===== config.mk =====
export PLATFORM = sky130hd
export DESIGN_NAME = demux1_8_reg
export DESIGN_NICKNAME = d
export VERILOG_FILES = /design/src/rtl/demux_pkg.sv /design/src/rtl/decoder3_8.sv /design/src/rtl/demux1_8_reg.sv
export SDC_FILE = /design/constraint.sdc
export NUM_CORES = 1
export LEC_CHECK = 0
export ABC_CLOCK_PERIOD_IN_PS = 4300
export BUFFER_PORTS_ARGS = -buffer_cell sky130_fd_sc_hd__buf_2
export CORE_AREA = 5 5 232 234
export CTS_CLUSTER_DIAMETER = 120
export DETAILED_ROUTE_END_ITERATION = 10
export DIE_AREA = 0 0 237 239
export PLACE_DENSITY = 0.72
export REMOVE_ABC_BUFFERS = 1
export SYNTH_ARGS = -nofsm -noshare
export SYNTH_HDL_FRONTEND = slang
export SYNTH_SLANG_ARGS = --single-unit
export TNS_END_PERCENT = 100

===== constraint.sdc =====
create_clock -name clk -period 4.3 [get_ports clk]
set_input_delay 0.86 -clock clk [delete_from_list [all_inputs] [get_ports clk]]
set_output_delay 0.86 -clock clk [all_outputs]
set_load 0.03 [all_outputs]

===== src/rtl/demux_pkg.sv =====
// Shared lane count, select width and lane mask type for the demux slice.
package demux_pkg;

    localparam int LANES = 8;
    localparam int SEL_W = 3;

    typedef logic [LANES-1:0] lane_mask_t;

endpackage


===== src/rtl/decoder3_8.sv =====
// 3-to-8 one-hot decoder with enable; all-zero mask when disabled.
module decoder3_8
    import demux_pkg::*;
(
    input  logic [SEL_W-1:0] sel,
    input  logic             en,
    output lane_mask_t       mask
);

    // One bit set at the selected lane when enabled.
    always_comb begin
        mask = '0;
        if (en) begin
            mask[sel] = 1'b1;
        end
    end

endmodule


===== src/rtl/demux1_8_reg.sv =====
// Registered 1-to-8 demultiplexer with per-lane one-entry buffers and
// valid/ready handshake on both sides. Broadcast writes every lane, but only
// when all eight lanes can take the word in the same cycle.
module demux1_8_reg
    import demux_pkg::*;
#(
    parameter int WIDTH = 64
) (
    input  logic                         clk,
    input  logic                         reset_n,
    input  logic                         in_valid,
    output logic                         in_ready,
    input  logic                         in_bcast,
    input  logic [SEL_W-1:0]             in_sel,
    input  logic [WIDTH-1:0]             in_data,
    output logic [LANES-1:0]             out_valid,
    input  logic [LANES-1:0]             out_ready,
    output logic [LANES-1:0][WIDTH-1:0]  out_data
);

    lane_mask_t can_acc;
    lane_mask_t sel_mask;
    lane_mask_t wr_mask;
    logic       accept;

    // A lane can take a word when empty or when its current word leaves this cycle.
    always_comb begin
        can_acc  = ~out_valid | out_ready;
        in_ready = in_bcast ? (&can_acc) : can_acc[in_sel];
        accept   = in_valid & in_ready;
    end

    decoder3_8 u_dec (
        .sel  (in_sel),
        .en   (accept),
        .mask (sel_mask)
    );

    // Broadcast writes all lanes together; otherwise only the decoded lane.
    always_comb begin
        wr_mask = in_bcast ? {LANES{accept}} : sel_mask;
    end

    for (genvar i = 0; i < LANES; i++) begin : g_lane
        // Lane buffer: write wins over drain so a same-cycle drain+fill leaves no bubble.
        always_ff @(posedge clk or negedge reset_n) begin
            if (!reset_n) begin
                out_valid[i] <= 1'b0;
                out_data[i]  <= '0;
            end else if (wr_mask[i]) begin
                out_valid[i] <= 1'b1;
                out_data[i]  <= in_data;
            end else if (out_valid[i] && out_ready[i]) begin
                out_valid[i] <= 1'b0;
            end
        end
    end

endmodule


After elaboration in Yosys (flattened, before gate mapping)
Cells that the tools add are included.
Widths: inputs -> output; s select.
- flip-flop bits (word level): 520
- bits of input ports: 79
- output and inout port bits: 521
- word-level logic and storage cells: 62
- magnitude comparators: 2
- multiplexer cells: 23
- bitwise operators: 3
- reductions and logical operators: 18
- operators by type and width (cell ; number):
    $mux 1 ; 19
    $mux 8 ; 2
    $reduce_bool 2->1 ; 8
    $logic_and 1x1->1 ; 9
    $not 8->8 ; 1
    $or 8x8->8 ; 1
    $reduce_and 8->1 ; 1
    $lt 3x4->1 const B ; 1
    $bmux 1 s3 ; 1
    $demux 1 s3 ; 1
    $ge 3x1->1 const B ; 1
    $and 1x1->1 ; 1

Longest topological paths before layout
Gate-level depths: netlist (run 1).
- word-level depth: 9
- mapped depth: 7
- mapped depth without buffers: 5

Cells and area by module
A second synthesis (run 1) with hierarchy kept.
- cell total of the unflattened synthesis: 1134
- area total of the unflattened synthesis: 21655.8 µm²
- modules (own cells, without submodules) (module ; instances ; cells an instance ; area an instance (µm²) ; seq. area each (µm²)):
    demux1_8_reg ; 1 ; 1126 ; 21560.7 ; 13012.5
    decoder3_8 ; 1 ; 8 ; 95.1 ; 0.0

Worst setup path before layout (run 1)
No wires, ideal clock.
- path kind: input to output
- from: input port in_sel[1]
- to: output port in_ready
- arrival time: 2023 ps
- data required time: 3440 ps
- setup slack: 1417 ps
- stages on the path: 5
- path buffers: 1
- cells stage by stage: clkbuf_1 -> nor3_1 -> a21o_1 -> a2111oi_0 -> a21o_1
- longest elaborated chain between the ends: 3
- ends and longest elaborated chain (item ; line ; RTL):
    start: declaration ; demux1_8_reg.sv:14 ; input logic [SEL_W-1:0] in_sel,
    $bmux 1 s3 ; demux1_8_reg.sv:29 ; in_ready = in_bcast ? (&can_acc) : can_acc[in_sel];
    $mux 1 (not written as such) ; demux1_8_reg.sv:29 ;
    $mux 1 ; demux1_8_reg.sv:29 ;
    end: declaration ; demux1_8_reg.sv:12 ; output logic in_ready,
Every way passes these cells. The select of a mux whose other input is x is not followed.

Final worst setup path (run 1)
- from: input port out_ready[2]
- to: output port in_ready
- longest elaborated chain between the ends: 4
- ends and longest elaborated chain (item ; line ; RTL):
    start: declaration ; demux1_8_reg.sv:17 ; input logic [LANES-1:0] out_ready,
    $or 8x8->8 * ; demux1_8_reg.sv:28 ; can_acc = ~out_valid | out_ready;
    $bmux 1 s3 ; demux1_8_reg.sv:29 ;
    $mux 1 (not written as such) ; demux1_8_reg.sv:29 ;
    $mux 1 * ; demux1_8_reg.sv:29 ;
Mark *: on every way between the ends. The rest lies on a longest branch, timed or not. The select of a mux whose other input is x is not followed.

==> PnR_summary.wiki, run 1 <==
{| class="wikitable"
! Metric !! Value
|-
| Post-synthesis sequential element count || 520
|-
| Arrival time worst endpoint || 2380 ps
|-
| Final setup fails || 0
|-
| Number of DRC markers in iteration 0 || 549
|-
| Cts repair resizes || 0
|-
| Top layer used by detailed routing || met4
|-
| Clock-pin slew on the worst setup and hold paths || 70 ps
|-
| CP Launch Point || out_ready[2]
|-
| Dpl hpwl || 39400 um
|-
| Via count of the first global-routing pass || 13400
|-
| Overflow left after global routing || 0
|-
| Detailed-route wire length || 56600 um
|-
| Initial Util || 40.2%
|-
| Worst EP required || 3440 ps
|-
| Global-route wire length before repair || 86200 um
|-
| Leak Pwr || 13.5 nW
|-
| Multi-input gate area || 7310 um2
|-
| Ports || 600
|-
| Setup repair after global routing missed its margin || false
|-
| Number of nets in the layout || 1844
|-
| Post-route total power || 26.2 mW
|-
| Setup bufs post-CTS || 0
|-
| Tot GR Track Use || 19.2%
|-
| Cell area after technology mapping || 20800 um2
|-
| Final cycle utilization of the critical path || 75.3%
|-
| Site Rows || 84
|-
| Relative area change from synthesis to final layout || 26.9%
|-
| Vert. Die Dim || 239 um
|-
| Port-buffer cells || 599
|-
| Die X || 237 um
|-
| Fillers || 4303
|-
| Maximum root-to-sink buffer count || 3
|-
| Final weighted congestion in routability-driven placement || 0.924
|-
| Pre-CTS worst setup slack || 833 ps
|-
| Fmax achieved || 0.309 GHz
|-
| Core area || 51800 um2
|-
| Max Fanout on Critical Path || 9
|-
| Final count of pins violating max slew || 0
|-
| Die footprint || 56600 um2
|-
| Min-delay worst type || input pin to async pin
|-
| Worst Setup Start Kind || input pin
|-
| Distinct cell type count of the synthesized netlist || 33
|-
| Cell Pwr Density || 993 nW/um2
|-
| Highest-count cells in the layout ignoring fill and taps || sky130_fd_sc_hd__buf_2 (598), sky130_fd_sc_hd__dfrtp_1 (520), sky130_fd_sc_hd__mux2_4 (294)
|-
| Number of enable flip-flop cells after synthesis || 0
|-
| Remaining antenna violation count || 0
|-
| Number of CTS-inserted buffers || 54
|-
| Final critical-path required period || 3240 ps
|-
| Element type at the critical path end || output port
|-
| Outcome || complete, no violations
|-
| Final Hold Vio Count || 0
|-
| Vias per cell || 4.95
|-
| Number of standard cells after synthesis || 1144
|-
| Clock root buffer || sky130_fd_sc_hd__clkbuf_16
|-
| Setup_tns || 0 ps
|-
| WL met3 || 4190 um
|-
| Mean routed wirelength per cell || 22.7 um
|-
| Reg-to-Reg End || out_data[331]$_DFFE_PN0P_
|-
| Insertion delay to the later sink of the worst-skew pair || 580 ps
|-
| Number of H-tree branching levels || 2
|-
| Largest net degree at the start of global routing || 109
|-
| Number of vias in the routed layout || 12400
|-
| Setup slack of the worst register-to-register path || 1390 ps
|-
| Hold buffer count at CTS || 0
|-
| Largest vdd supply drop || 0.000543 V
|-
| Worst-case headroom to the max-slew limit || 37.6%
|-
| Sequential cell area || 13000 um2
|-
| Worst-case reg-to-reg path depth || 5
|-
| Syn_area_per_cell || 18.2 um2
|-
| Antenna violations before repair || 0
|-
| Worst Setup Slack, final || 1060 ps
|-
| Met2 routed WL || 27400 um
|-
| Sum of routed wire segments on met1 || 23300 um
|-
| TritonCTS clock tree || done
|-
| Ratio of cells with drive above 1 in the final layout || 65.4%
|-
| Actual transition at the worst max-transition pin || 932 ps
|-
| Clock sink count || 520
|-
| Count of TritonRoute iterations in the first routing pass || 4
|-
| DRC Markers || 0
|-
| Share of synthesized area occupied by flip-flops and latches || 62.5%
|-
| Syn. warnings || 0
|-
| Max capacitance violation total || 0
|-
| Worst hold slack after final layout || 331 ps
|-
| Dominant synthesized flop cell || sky130_fd_sc_hd__dfrtp_1
|-
| Commonest non-fill, non-tap cell in the layout || sky130_fd_sc_hd__buf_2
|-
| Crit Path Class || input pin to output port
|-
| R2r startpoint || out_valid[6]$_DFFE_PN0P_
|-
| Async set-reset flop share out of synthesis || 100%
|-
| Clk_skew || 8.91 ps
|}
## registers in the layout, indices dropped and copies added, names as in the netlist
| name | count |
|---|---|
| out_data | 512 |
| out_valid | 8 |
## final cells by class
type | count | share of cell area [%]
Clock inverter | 26 | 1.36
Tap cell | 688 | 3.26
Antenna cell | 2 | 0.0189
Clock buffer | 74 | 6.02
Timing Repair Buffer | 624 | 12.4
Sequential cell | 520 | 49.3
Multi-Input combinational cell | 565 | 27.7
## per-stage QoR
step	instance area [um2]	utilization [%]	std cells
6_report	26400	51.0	2499
4_1_cts	26400	51.0	2497
3_3_place_gp	24500	47.2	2397
3_5_place_dp	24500	47.2	2397
5_1_grt	26400	51.0	2497
2_1_floorplan	20300	-	1085
## cells in the mapped netlist (2+ instances only)
cell / instances / area (um2)
sky130_fd_sc_hd__nor3b_1: 2 / 15.0
sky130_fd_sc_hd__nor4b_1: 3 / 26.3
sky130_fd_sc_hd__mux2_2: 158 / 1780
sky130_fd_sc_hd__o21ai_2: 6 / 52.6
sky130_fd_sc_hd__nor2b_1: 2 / 12.5
sky130_fd_sc_hd__nand2b_2: 3 / 26.3
sky130_fd_sc_hd__mux2_1: 60 / 676
sky130_fd_sc_hd__buf_2: 14 / 70.1
sky130_fd_sc_hd__mux2_4: 294 / 4410
sky130_fd_sc_hd__o21ai_0: 2 / 10.0
sky130_fd_sc_hd__nor3_1: 2 / 10.0
sky130_fd_sc_hd__nand2_1: 9 / 33.8
sky130_fd_sc_hd__nand2b_1: 6 / 37.5
sky130_fd_sc_hd__buf_6: 42 / 473
sky130_fd_sc_hd__clkbuf_1: 2 / 7.51
sky130_fd_sc_hd__dfrtp_1: 520 / 13000
sky130_fd_sc_hd__a21o_1: 2 / 15.0
sky130_fd_sc_hd__mux2i_1: 2 / 20.0
## worst max-delay path by stage
stage | to | slack, ps | cells past startpoint
floorplan | out_data[448]$_DFFE_PN0P_ | -50 | 5
global placement | out_data[331]$_DFFE_PN0P_ | 950 | 6
detailed placement | out_data[322]$_DFFE_PN0P_ | 830 | 6
CTS | in_ready | 1040 | 5
global route | in_ready | 920 | 5
finish | in_ready | 1060 | 6
## worst max-delay path: stages
cell                       delay, ps
sky130_fd_sc_hd__buf_2            70
sky130_fd_sc_hd__nand2b_1        200
sky130_fd_sc_hd__nand4_1         210
sky130_fd_sc_hd__nor3_4          670
sky130_fd_sc_hd__a21o_1          170
sky130_fd_sc_hd__buf_2           200
## routing by layer
metal / track usage [%] / vias up
met4: 5.84 / 0
li1: - / 5305
met1: 25.3 / 6497
met3: 5.38 / 107
met2: 31.4 / 453
met5: 0 / -
## kinds of logic (layout without fill, tap and decap cells)
kind of cell | after synthesis | in the layout | synth area share, %
other | 0 | 2 | 0
AND/OR/NAND/NOR | 37 | 37 | 1.23
buffers and inverters | 59 | 724 | 2.66
AO/OA/AOI/OAI | 14 | 14 | 0.547
flip-flops | 520 | 520 | 62.5
multiplexers | 514 | 514 | 33.1
## where the power goes
part	leakage (nW)	switching [mW]	internal [mW]
combinational	6.38	7.86	4.53
clock	0.959	1.95	3.08
sequential	6.17	1.44	7.38
total	13.5	11.3	15.0
Note: power is estimated with default switching activity, not from simulation.
==> run 2: changes to the inputs <==
--- a/config.mk
+++ b/config.mk
@@ -5,7 +5,7 @@
 export SDC_FILE = /design/constraint.sdc
 export NUM_CORES = 1
 export LEC_CHECK = 0
-export ABC_CLOCK_PERIOD_IN_PS = 4300
+export ABC_CLOCK_PERIOD_IN_PS = 3200
 export BUFFER_PORTS_ARGS = -buffer_cell sky130_fd_sc_hd__buf_2
 export CORE_AREA = 5 5 232 234
 export CTS_CLUSTER_DIAMETER = 120
==> constraint.sdc (replaced) <==
create_clock -name clk -period 3.2 [get_ports clk]
set_input_delay 0.64 -clock clk [delete_from_list [all_inputs] [get_ports clk]]
set_output_delay 0.64 -clock clk [all_outputs]
set_load 0.03 [all_outputs]
==> run 2 against run 1 <==
Net effect: total power up 33%; critical path depth unchanged; design area is essentially flat; clock-buffer cell count grew 7; utilization is essentially flat; sequential cell count is the same; via count rose by 1.2%; clock skew up 0.77 ps; routed wire length rose by 0.53%; critical path type is now flop to output port; largest cell class unchanged; highest routed layer unchanged.
==> PnR_summary.wiki, run 2 (synthesized netlist as in run 1, its figures left out) <==
{| class="wikitable"
! Metric !! Value
|-
| Core area || 51800 um2 (unchanged)
|-
| Detailed-route wire length || 56900 um (+0.53%)
|-
| Count of TritonRoute iterations in the first routing pass || 4 (unchanged)
|-
| Final cycle utilization of the critical path || 86.5%
|-
| Actual transition at the worst max-transition pin || 723 ps (-209 ps)
|-
| Maximum single-stage delay on the critical path || 400 ps (-270 ps)
|-
| Outcome || complete, no violations
|-
| Worst Setup Start Kind || flop
|-
| Worst-case headroom to the max-slew limit || 51.8% (+14 points)
|-
| Max Fanout on Critical Path || 4 (-5)
|-
| Number of CTS-inserted buffers || 52 (-3.7%)
|-
| Final Hold Vio Count || 0 (unchanged)
|-
| Clk_skew || 9.69 ps (+0.773 ps)
|-
| Setup repair after global routing missed its margin || false
|-
| Flip-flop count of the largest register after layout || 512 (unchanged)
|-
| Mean routed wirelength per cell || 22.8 um (+0.57%)
|-
| Antenna violations before repair || 1 (+1)
|-
| Arrival time worst endpoint || 2130 ps (-250 ps)
|-
| Maximum root-to-sink buffer count || 3 (unchanged)
|-
| Largest vdd supply drop || 0.000715 V (+31%)
|-
| Final critical-path required period || 2770 ps
|-
| Clock-pin slew on the worst setup and hold paths || 60 ps (about the same)
|-
| Commonest non-fill, non-tap cell in the layout || sky130_fd_sc_hd__buf_2
|-
| Top Registers || out_data: 512 flops, out_valid: 8 flops
|-
| Placed Instance Area || 24700 um2 (+0.78%)
|-
| Site Rows || 84 (unchanged)
|-
| Cell Pwr Density || 1320 nW/um2 (+33%)
|-
| Min-delay worst type || input pin to async pin
|-
| Number of H-tree branching levels || 2 (unchanged)
|-
| Crit Path Class || flop to output port
|-
| CP max stage cell || sky130_fd_sc_hd__dfrtp_1
|-
| Clock sink count || 520 (unchanged)
|-
| Hold buffer count at CTS || 0 (unchanged)
|-
| Cts repair resizes || 0 (unchanged)
|-
| Max capacitance violation total || 0 (unchanged)
|-
| Vias per cell || 5.01 (+1.2%)
|-
| Fmax achieved || 0.361 GHz
|-
| Setup bufs post-CTS || 0 (unchanged)
|-
| Ratio of cells with drive above 1 in the final layout || 65.1% (-0.28 points)
|-
| Pre-CTS worst setup slack || 595 ps (-238 ps)
|-
| Overflow left after global routing || 0 (unchanged)
|-
| Relative area change from synthesis to final layout || 27.0% (about the same)
|-
| Post-route design area || 26400 um2 (about the same)
|-
| Vert. Die Dim || 239 um (unchanged)
|-
| Tot GR Track Use || 19.2% (about the same)
|-
| Leak Pwr || 13.5 nW (+0.17%)
|-
| Element type at the critical path end || output port
|-
| Dpl hpwl || 39200 um (-0.52%)
|-
| Top reg by flops || out_data
|-
| Final count of pins violating max slew || 0 (unchanged)
|-
| Final setup fails || 0 (unchanged)
|-
| TritonCTS clock tree || done
|-
| Via count of the first global-routing pass || 13300 (-1.4%)
|-
| Insertion delay to the later sink of the worst-skew pair || 570 ps (about the same)
|-
| Die X || 237 um (unchanged)
|-
| Die footprint || 56600 um2 (unchanged)
|-
| Highest-count cells in the layout ignoring fill and taps || sky130_fd_sc_hd__buf_2 (598), sky130_fd_sc_hd__dfrtp_1 (520), sky130_fd_sc_hd__mux2_4 (294)
|-
| Number of vias in the routed layout || 12500 (+1.2%)
|-
| Largest net degree at the start of global routing || 74 (-32%)
|-
| Post-route total power || 34.8 mW (+33%)
|-
| Port-buffer cells || 599 (unchanged)
|-
| Cells along the critical path || nand2b_2, mux2i_1, a21o_1, a2111oi_0, a21o_1, buf_2
|-
| Number of DRC markers in iteration 0 || 631 (+15%)
|-
| Initial Util || 40.2% (unchanged)
|-
| DRC Markers || 0 (unchanged)
|-
| Clock root buffer || sky130_fd_sc_hd__clkbuf_16
|-
| Global-route wire length before repair || 85700 um (-0.63%)
|-
| Final weighted congestion in routability-driven placement || 0.871 (-5.7%)
|-
| Worst Setup Slack, final || 432 ps (-630 ps)
|-
| Number of nets in the layout || 1849 (+0.27%)
|-
| Cell with the most instances on the worst path || sky130_fd_sc_hd__a21o_1
|-
| Ports || 600 (unchanged)
|-
| Worst EP required || 2560 ps (-880 ps)
|-
| Remaining antenna violation count || 0 (unchanged)
|}
==> run 2: layer usage <==
layer | vias up | wire length (um) | GRT usage (%)
li1 | 5291 | - | -
met1 | 6675 | 23800 | 25.5
met2 | 444 | 27600 | 31.5
met3 | 97 | 3900 | 5.08
met4 | 0 | 1640 | 5.75
met5 | - | 0 | 0
==> run 2: stage by stage <==
| step | hold slack (ps) | instances | utilization (%) | setup TNS (ps) |
|---|---|---|---|---|
| after floorplan | 344 | 1085 | - | -339380 |
| final | 69.9 | 2498 | 51.0 | 0 |
| after CTS | 71.1 | 2497 | 51.0 | 0 |
| after global routing | 106 | 2498 | 51.0 | 0 |
| after detailed placement | 475 | 2404 | 47.6 | 0 |
| after global placement | 468 | 2404 | 47.6 | 0 |
==> run 2: layout make-up <==
| type | instances | area [um2] |
|---|---|---|
| antenna | 1 | 2.50 |
| clock buffer | 81 | 1590 |
| clock inverter | 12 | 191 |
| fill | 4328 | 25400 |
| multi-input combinational | 565 | 7310 |
| sequential | 520 | 13000 |
| tap | 688 | 861 |
| timing repair buffer | 631 | 3470 |
==> run 2: worst paths after layout <==
check / from / to / slack, ps / cells after the start
worst max-delay path: out_valid[3]$_DFFE_PN0P_ / in_ready / 430 / 6
worst min-delay path: reset_n / out_data[49]$_DFFE_PN0P_ / 70 / 1
worst max register to register: out_valid[6]$_DFFE_PN0P_ / out_data[266]$_DFFE_PN0P_ / 960 / 6
worst min register to register: out_data[211]$_DFFE_PN0P_ / out_data[211]$_DFFE_PN0P_ / 490 / 1
max in group asynchronous: reset_n / out_data[44]$_DFFE_PN0P_ / 2280 / 2
min in group clk: in_data[10] / out_data[202]$_DFFE_PN0P_ / 390 / 2
==> run 2: power by group <==
part           internal, mW  total (mW)  switching [mW]
Clock                  3.80        6.29            2.49
Sequential             9.92        11.9            1.96
Combinational          6.14        16.7            10.5
==> run 2: critical path, delay by kind of cell, from the launching register on <==
| family | cells | cell delay [ps] |
|---|---|---|
| mux | 1 | 80 |
| buf+inv | 1 | 190 |
| compound gates | 3 | 740 |
| flops | 1 | 400 |
| simple gates | 1 | 130 |
